[config.mk]
export PLATFORM = sky130hd
export DESIGN_NAME = instr_sequencer
export DESIGN_NICKNAME = d
export VERILOG_FILES = /design/src/rtl/proc_pkg.sv /design/src/rtl/control_unit.sv /design/src/rtl/instr_sequencer.sv
export SDC_FILE = /design/constraint.sdc
export NUM_CORES = 1
export LEC_CHECK = 0
export CAP_MARGIN = 0
export CORE_MARGIN = 8
export CORE_UTILIZATION = 30
export DETAILED_ROUTE_END_ITERATION = 10
export GPL_TIMING_DRIVEN = 0
export PLACE_DENSITY = 0.66
export RECOVER_POWER = 50
export SLEW_MARGIN = 25
export SYNTH_ARGS = -nofsm -noshare
export SYNTH_HDL_FRONTEND = slang
export SYNTH_SLANG_ARGS = --single-unit
export TNS_END_PERCENT = 1
[constraint.sdc]
create_clock -name clk -period 1.4 [get_ports clk]
set_input_delay 0.28 -clock clk [delete_from_list [all_inputs] [get_ports clk]]
set_output_delay 0.28 -clock clk [all_outputs]
set_load 0.1 [all_outputs]
[src/rtl/proc_pkg.sv]
// Shared types and instruction-field positions for the instruction sequencer.
// INSTR_SEQUENCER_STEP_EN adds the PAUSE state used by single-step mode.
package proc_pkg;
   localparam int OPC_W    = 3;
   localparam int IR_W     = 8;
   localparam int OPC_MSB  = 7;
   localparam int OPC_LSB  = 5;
   localparam int RD_MSB   = 4;
   localparam int RD_LSB   = 3;
   localparam int RS_MSB   = 2;
   localparam int RS_LSB   = 1;
   localparam int LAST_BIT = 0;

   typedef enum logic [2:0] {
      IDLE,
      FETCH,
      DECODE,
      EXEC,
      WB,
      HALT
`ifdef INSTR_SEQUENCER_STEP_EN
      , PAUSE
`endif
   } state_e;
endpackage

[src/rtl/control_unit.sv]
// Opcode decoder: maps an opcode to the ALU select and the register-write request.
module control_unit
   import proc_pkg::*;
(
   input  logic [OPC_W-1:0] opcode,
   output logic [OPC_W-1:0] alu_ctrl,
   output logic             reg_write
);
   always_comb begin
      alu_ctrl  = opcode;
      reg_write = 1'b1;
   end
endmodule

[src/rtl/instr_sequencer.sv]
// Fetch/decode/execute/writeback sequencer for an 8-bit instruction stream.
// Define INSTR_SEQUENCER_STEP_EN for single-step mode (step port, PAUSE after each WB).
module instr_sequencer
   import proc_pkg::*;
#(
   parameter int PC_W = 8
) (
   input  logic            clk,
   input  logic            rst,
   input  logic            start,
`ifdef INSTR_SEQUENCER_STEP_EN
   input  logic            step,
`endif
   output logic [PC_W-1:0] imem_addr,
   input  logic [7:0]      imem_rdata,
   input  logic            imem_valid,
   output logic [2:0]      alu_ctrl,
   output logic [1:0]      rd_addr,
   output logic [1:0]      rs_addr,
   output logic            reg_write,
   output logic            busy,
   output logic            halted,
   output logic [PC_W-1:0] pc
);
   state_e           state_q, state_d;
   logic [PC_W-1:0]  pc_q, pc_d;
   logic [IR_W-1:0]  ir_q, ir_d;
   logic [OPC_W-1:0] cu_alu_ctrl;
   logic             cu_reg_write;
   logic             in_exec_window;

   control_unit u_control_unit (
      .opcode    (ir_q[OPC_MSB:OPC_LSB]),
      .alu_ctrl  (cu_alu_ctrl),
      .reg_write (cu_reg_write)
   );

   always_ff @(posedge clk) begin
      if (rst) begin
         state_q <= IDLE;
         pc_q    <= '0;
         ir_q    <= '0;
      end else begin
         state_q <= state_d;
         pc_q    <= pc_d;
         ir_q    <= ir_d;
      end
   end

   always_comb begin
      state_d = state_q;
      pc_d    = pc_q;
      ir_d    = ir_q;
      case (state_q)
         IDLE, HALT: begin
            if (start) begin
               pc_d    = '0;
               state_d = FETCH;
            end
         end
         FETCH: begin
            if (imem_valid) begin
               ir_d    = imem_rdata;
               state_d = DECODE;
            end
         end
         DECODE: state_d = EXEC;
         EXEC:   state_d = WB;
         WB: begin
            pc_d = pc_q + PC_W'(1);
`ifdef INSTR_SEQUENCER_STEP_EN
            state_d = PAUSE;
`else
            state_d = ir_q[LAST_BIT] ? HALT : FETCH;
`endif
         end
`ifdef INSTR_SEQUENCER_STEP_EN
         PAUSE: begin
            if (step) state_d = ir_q[LAST_BIT] ? HALT : FETCH;
         end
`endif
         default: state_d = IDLE;
      endcase
   end

   // Decoded fields are only presented while an instruction is in flight.
   always_comb begin
      in_exec_window = (state_q == DECODE) || (state_q == EXEC) || (state_q == WB);
      alu_ctrl  = in_exec_window ? cu_alu_ctrl : '0;
      rd_addr   = in_exec_window ? ir_q[RD_MSB:RD_LSB] : '0;
      rs_addr   = in_exec_window ? ir_q[RS_MSB:RS_LSB] : '0;
      reg_write = cu_reg_write && (state_q == WB);
      busy      = (state_q == FETCH) || in_exec_window;
`ifdef INSTR_SEQUENCER_STEP_EN
      if (state_q == PAUSE) busy = 1'b1;
`endif
      halted    = (state_q == HALT);
      imem_addr = (state_q == FETCH) ? pc_q : '0;
      pc        = pc_q;
   end
endmodule

# After elaboration in Yosys (flattened, before gate mapping)
# Index checks and enable logic that the tools add are counted.
[word_totals] word_cells=30 ff_bits=19
[op_classes] n_mux=10 n_eq_ne=7 add_sub_neg=1 n_reduce_logical=9
[op_table] op="2-to-1 mux 8 bit" count=2
[op_table] op="case mux 8 bit (2 select lines)" count=1
[op_table] op="case mux 3 bit (5 select lines)" count=1
[op_table] op="2-to-1 mux 3 bit" count=4
[op_table] op="adder 8 x 1 -> 8 bit, second input constant" count=1
[op_table] op="== test 3 x 2 -> 1 bit, second input constant" count=2
[op_table] op="== test 3 bit, second input constant" count=2
[op_table] op="AND reduction 2 bit" count=3
[op_table] op="2-to-1 mux 2 bit" count=2
[op_table] op="inequality test 2 bit, second input constant" count=2
[op_table] op="== test 3 x 1 -> 1 bit, second input constant" count=1
[op_table] op="logical NOT 3 bit" count=1
[op_table] op="logical OR 1 bit" count=3
[op_table] op="nonzero test 2 bit" count=1
[op_table] op="OR reduction 2 bit" count=1

# Depth between registers and ports, before layout
[depth] ltp_word=4 depth_mapped=6

# Modules after synthesis
# From an unflattened synthesis, not the netlist that was laid out.
[unflattened] hier_cells=126 hier_area_um2=1118.6
[by_module_without_submodules] module="instr_sequencer" seq_area_each_um2=380.4 cells_per_inst=121 area_each_um2=1084.8 instances=1
[by_module_without_submodules] module="control_unit" seq_area_each_um2=0.0 cells_per_inst=5 area_each_um2=33.8 instances=1

# Least setup slack after synthesis
# No wires, ideal clock.
[synth_path] path_kind="register to output" from="register state_q[2]" to="output port alu_ctrl[0]" arrival_time_ps=2344 slack_ps=-1224 stages_incl_launch_ff=6 path_buffers=1 path_cell_list="dfxtp_1 buf_6 or3b_4 inv_1 nor2_1 nor2b_1"
[synth_between] elab_chain_len=4 elab_cells_between_ends=6 cone_classes="eq/ne (3); mux (1); reduce/logical (2)"
[synth_lines] element="from (decl)" line="instr_sequencer.sv:25" rtl="state_e state_q, state_d;"
[synth_lines] element="from (signal assigned)" line="instr_sequencer.sv:44" rtl="state_q <= state_d;"
[synth_lines] element="== test 3 x 2 -> 1 bit" line="instr_sequencer.sv:88" rtl="in_exec_window = (state_q == DECODE) || (state_q == EXEC) || (state_q == WB);"
[synth_lines] element="logical OR 1 bit" line="instr_sequencer.sv:88"
[synth_lines] element="logical OR 1 bit (*)" line="instr_sequencer.sv:88"
[synth_lines] element="2-to-1 mux 3 bit (*)" line="instr_sequencer.sv:89" rtl="alu_ctrl = in_exec_window ? cu_alu_ctrl : '0;"
[synth_lines] element="to (decl)" line="instr_sequencer.sv:17" rtl="output logic [2:0] alu_ctrl,"
# Every way passes the cells marked *; elsewhere a longest branch is shown, timed or not.

# Final worst setup path
# Same ends and word-level chain as after synthesis.

==> results.sh <==
export IMPL_synth_compound_area_share_pct=17.1
export IMPL_path_class="flop to output port"
export IMPL_power_mw=1.12
export IMPL_grt_first_pass_wirelength_microns=4710
export IMPL_netlist_area_sq_mm=0.00102
export IMPL_min_period_ns=1.98
export IMPL_final_max_slew_violation_count=0
export IMPL_cts_root_buf="clkbuf_4"
export IMPL_crit_fanout=7
export IMPL_hp_class="input port to flop"
export IMPL_max_stage_delay_ns=0.39
export IMPL_cp_start_kind="flop"
export IMPL_clk_latency_ns=0.30
export IMPL_drt_wirelength_per_cell_microns=14.1
export IMPL_antenna_left=0
export IMPL_wirelength_microns=2940
export IMPL_synth_seq_cells=19
export IMPL_synthMuxAreaShare_pct=7.85
export IMPL_drc_errors=0
export IMPL_numCtsBuffers=3
export IMPL_fin_ws_ns=-0.581
export IMPL_cts_clk_slew_worst_paths_ns=0.10
export IMPL_top_usage_layer="met2"
export IMPL_max_slew_margin_rel_pct=64.4
export IMPL_globalRouteMet1Util_pct=11.4
export IMPL_fin_tns_setup_ns=-10.02
export IMPL_vias_per_cell=4.89
export IMPL_hpwl_microns=2130
export IMPL_synth_edff_count=0
export IMPL_clock_skew_ns=0.00687
export IMPL_setup_viol=33
export IMPL_gp_congestion=0.795
export IMPL_yosysWarnings=0
export IMPL_htree_levels=1
export IMPL_synth_xor_area_share_pct=0.859
export IMPL_drive_above_1_share_pct=46.9
export IMPL_final_nets=176
export IMPL_grt_overflow=0
export IMPL_crit_buf_inv=4
export IMPL_portBuffers=36
export IMPL_yosysTopAreaCell="dfxtp_1"
export IMPL_grt_max_degree=11
export IMPL_final_common_cell="buf_12"
export IMPL_synth_top_family_by_area="simple AND/OR/NAND/NOR gates"
export IMPL_fin_util_pct=55.0
export IMPL_ys_flop_type="dfxtp_1"
export IMPL_synth_nets=131
export IMPL_die_width_microns=74.3
export IMPL_first_pass_iters=4
export IMPL_tightest_slew_ns=0.534
export IMPL_power_density_mw_per_mm2=613
export IMPL_grt_pass1_vias=1039
export IMPL_antenna_found_initial=0
export IMPL_cp_required_ns=1.12
export IMPL_use_met2_pct=19.4
export IMPL_total_leakage_power_nw=0.645
export IMPL_ios=38
export IMPL_die_area_sq_mm=0.00552
export IMPL_fmax_mhz=505
export IMPL_synth_avg_cell_area_sq_um=8.64
export IMPL_rows=21
export IMPL_track_usage_pct=11.0
export IMPL_cts_tree="built"
export IMPL_numClockSinks=19
export IMPL_yosysUniqueCellTypes=35
export IMPL_num_fill_cells=316
export IMPL_arrival_ns=1.70
export IMPL_synth_async_sr_flop_share_pct=0
export IMPL_path_common_cell="buf_12"
export IMPL_syn_inst=118
export IMPL_layout_common_cells="18 x buf_12, 11 x nor2_1, 10 x clkdlybuf4s50_1, 10 x dfxtp_1, 9 x clkbuf_4"
export IMPL_yosys_area_share_adder_pct=1.23
export IMPL_slowest_stage="or3b_4"
export IMPL_vias=1018
export IMPL_worstPathCellList="buf_8 > or3b_4 > inv_4 > nor2_4 > buf_12 > nor2b_4 > buf_12"
export IMPL_initial_utilization_pct=30.8
export IMPL_grtUsageMet3_pct=3.91
export IMPL_holdWs_ns=0.438
export IMPL_fp_dieH_microns=74.3
export IMPL_cp_end_kind="output port"
export IMPL_drv_cap=0
export IMPL_path_delay_family="simple AND/OR/NAND/NOR gates"
export IMPL_yosysTopAreaCellShare_pct=37.3
export IMPL_yosys_area_share_simple_pct=30.4
export IMPL_drt_iter0_drc=38
export IMPL_seq_area_sq_um=394
export IMPL_cts_buffer_depth=2
export IMPL_syn2layout_area_growth_pct=78.4
export IMPL_synthTopCellsByArea="dfxtp_1 37%, mux2i_1 7.9%, nor2b_1 6.1%, and2_1 4.9%, nor2_1 4.4%"
export IMPL_antenna_cells=0
export IMPL_period_share_pct=141
export IMPL_violations="negative setup slack"
export IMPL_multiInputGateArea_sq_um=712
export IMPL_rsz0062_at_grt="true"
export IMPL_yosysSeqAreaShare_pct=37.3
export IMPL_irDropWorstVdd_mv=0.374
export IMPL_status="finished, violations left"
export IMPL_coreArea_sq_mm=0.00331
export IMPL_hold_viol_final=0
==> sequential cells by signal, summed over array words and instances (netlist names) <==
name and flops:
state_q 3, ir_q 8, pc 8
==> area by class of cell <==
class | instances | area share (%)
Buffer | 8 | 3.30
Tap cell | 46 | 3.16
Inverter | 3 | 0.757
Clock buffer | 4 | 1.44
Sequential cell | 19 | 21.7
Timing Repair Buffer | 40 | 30.5
Multi-Input combinational cell | 88 | 39.1
==> report_power, final <==
group | internal, mW | switching (mW)
logic | 0.121 | 0.148
registers | 0.554 | 0.00991
clock network | 0.111 | 0.172
total | 0.786 | 0.330
==> cell families after synthesis <==
family,count (synthesis)
AOI/OAI and AO/OA,25
xor gates and xnor gates,1
adders and majority gates,1
buffers and inverters,11
DFF,19
muxes,8
and+or+nand+nor,53
==> synth_stat cells, types with 2 or more instances <==
library cell  instances
dfxtp_1              19
nor2_1               12
nor2b_1              10
and2_1                8
mux2i_1               8
o211ai_1              6
clkbuf_1              5
nand2_1               5
nand3_1               5
a21oi_1               4
a311oi_1              3
a31oi_1               3
inv_1                 3
o21ai_0               3
a211oi_1              2
o21bai_1              2
or4_1                 2
==> worst paths after layout <==
path	startpoint	end	slack, ns	depth (start not counted)
worst max-delay path	state_q[2]$_SDFFE_PP0P_	alu_ctrl[0]	-0.58	7
worst min register to register	pc[6]$_SDFFE_PP0P_	pc[6]$_SDFFE_PP0P_	0.51	1
worst min-delay path	rst	state_q[2]$_SDFFE_PP0P_	0.44	2
worst max register to register	state_q[2]$_SDFFE_PP0P_	pc[7]$_SDFFE_PP0P_	-0.29	5
==> worst reg2reg max path: stages, from the launching register on <==
cell	delay, ns
dfxtp_2	0.35
buf_8	0.09
or3b_4	0.39
buf_4	0.16
or4_1	0.50
a31oi_1	0.13
==> metrics by stage <==
stage	cell area (sq um)	std cells	worst slack, ns
3_5_place_dp	1560	200	-1.42
4_1_cts	1790	208	-0.595
5_1_grt	1820	208	-0.650
6_report	1820	208	-0.581
2_1_floorplan	1140	118	-0.390
3_3_place_gp	1560	200	-1.32
==> repair_timing <==
action,in CTS,in global routing
setup endpoints to repair,42,38
hold buffers,0,0
buffers inserted,4,1
pin swaps,3,3
gates resized for setup,213,9
==> per-layer routing <==
| layer | vias to the layer above | wire [microns] |
|---|---|---|
| met4 | 0 | 42 |
| met3 | 5 | 255 |
| met2 | 32 | 1500 |
| met1 | 470 | 1140 |
| met5 | - | 0 |
| li1 | 511 | - |
(Power assumes the default switching activity.)
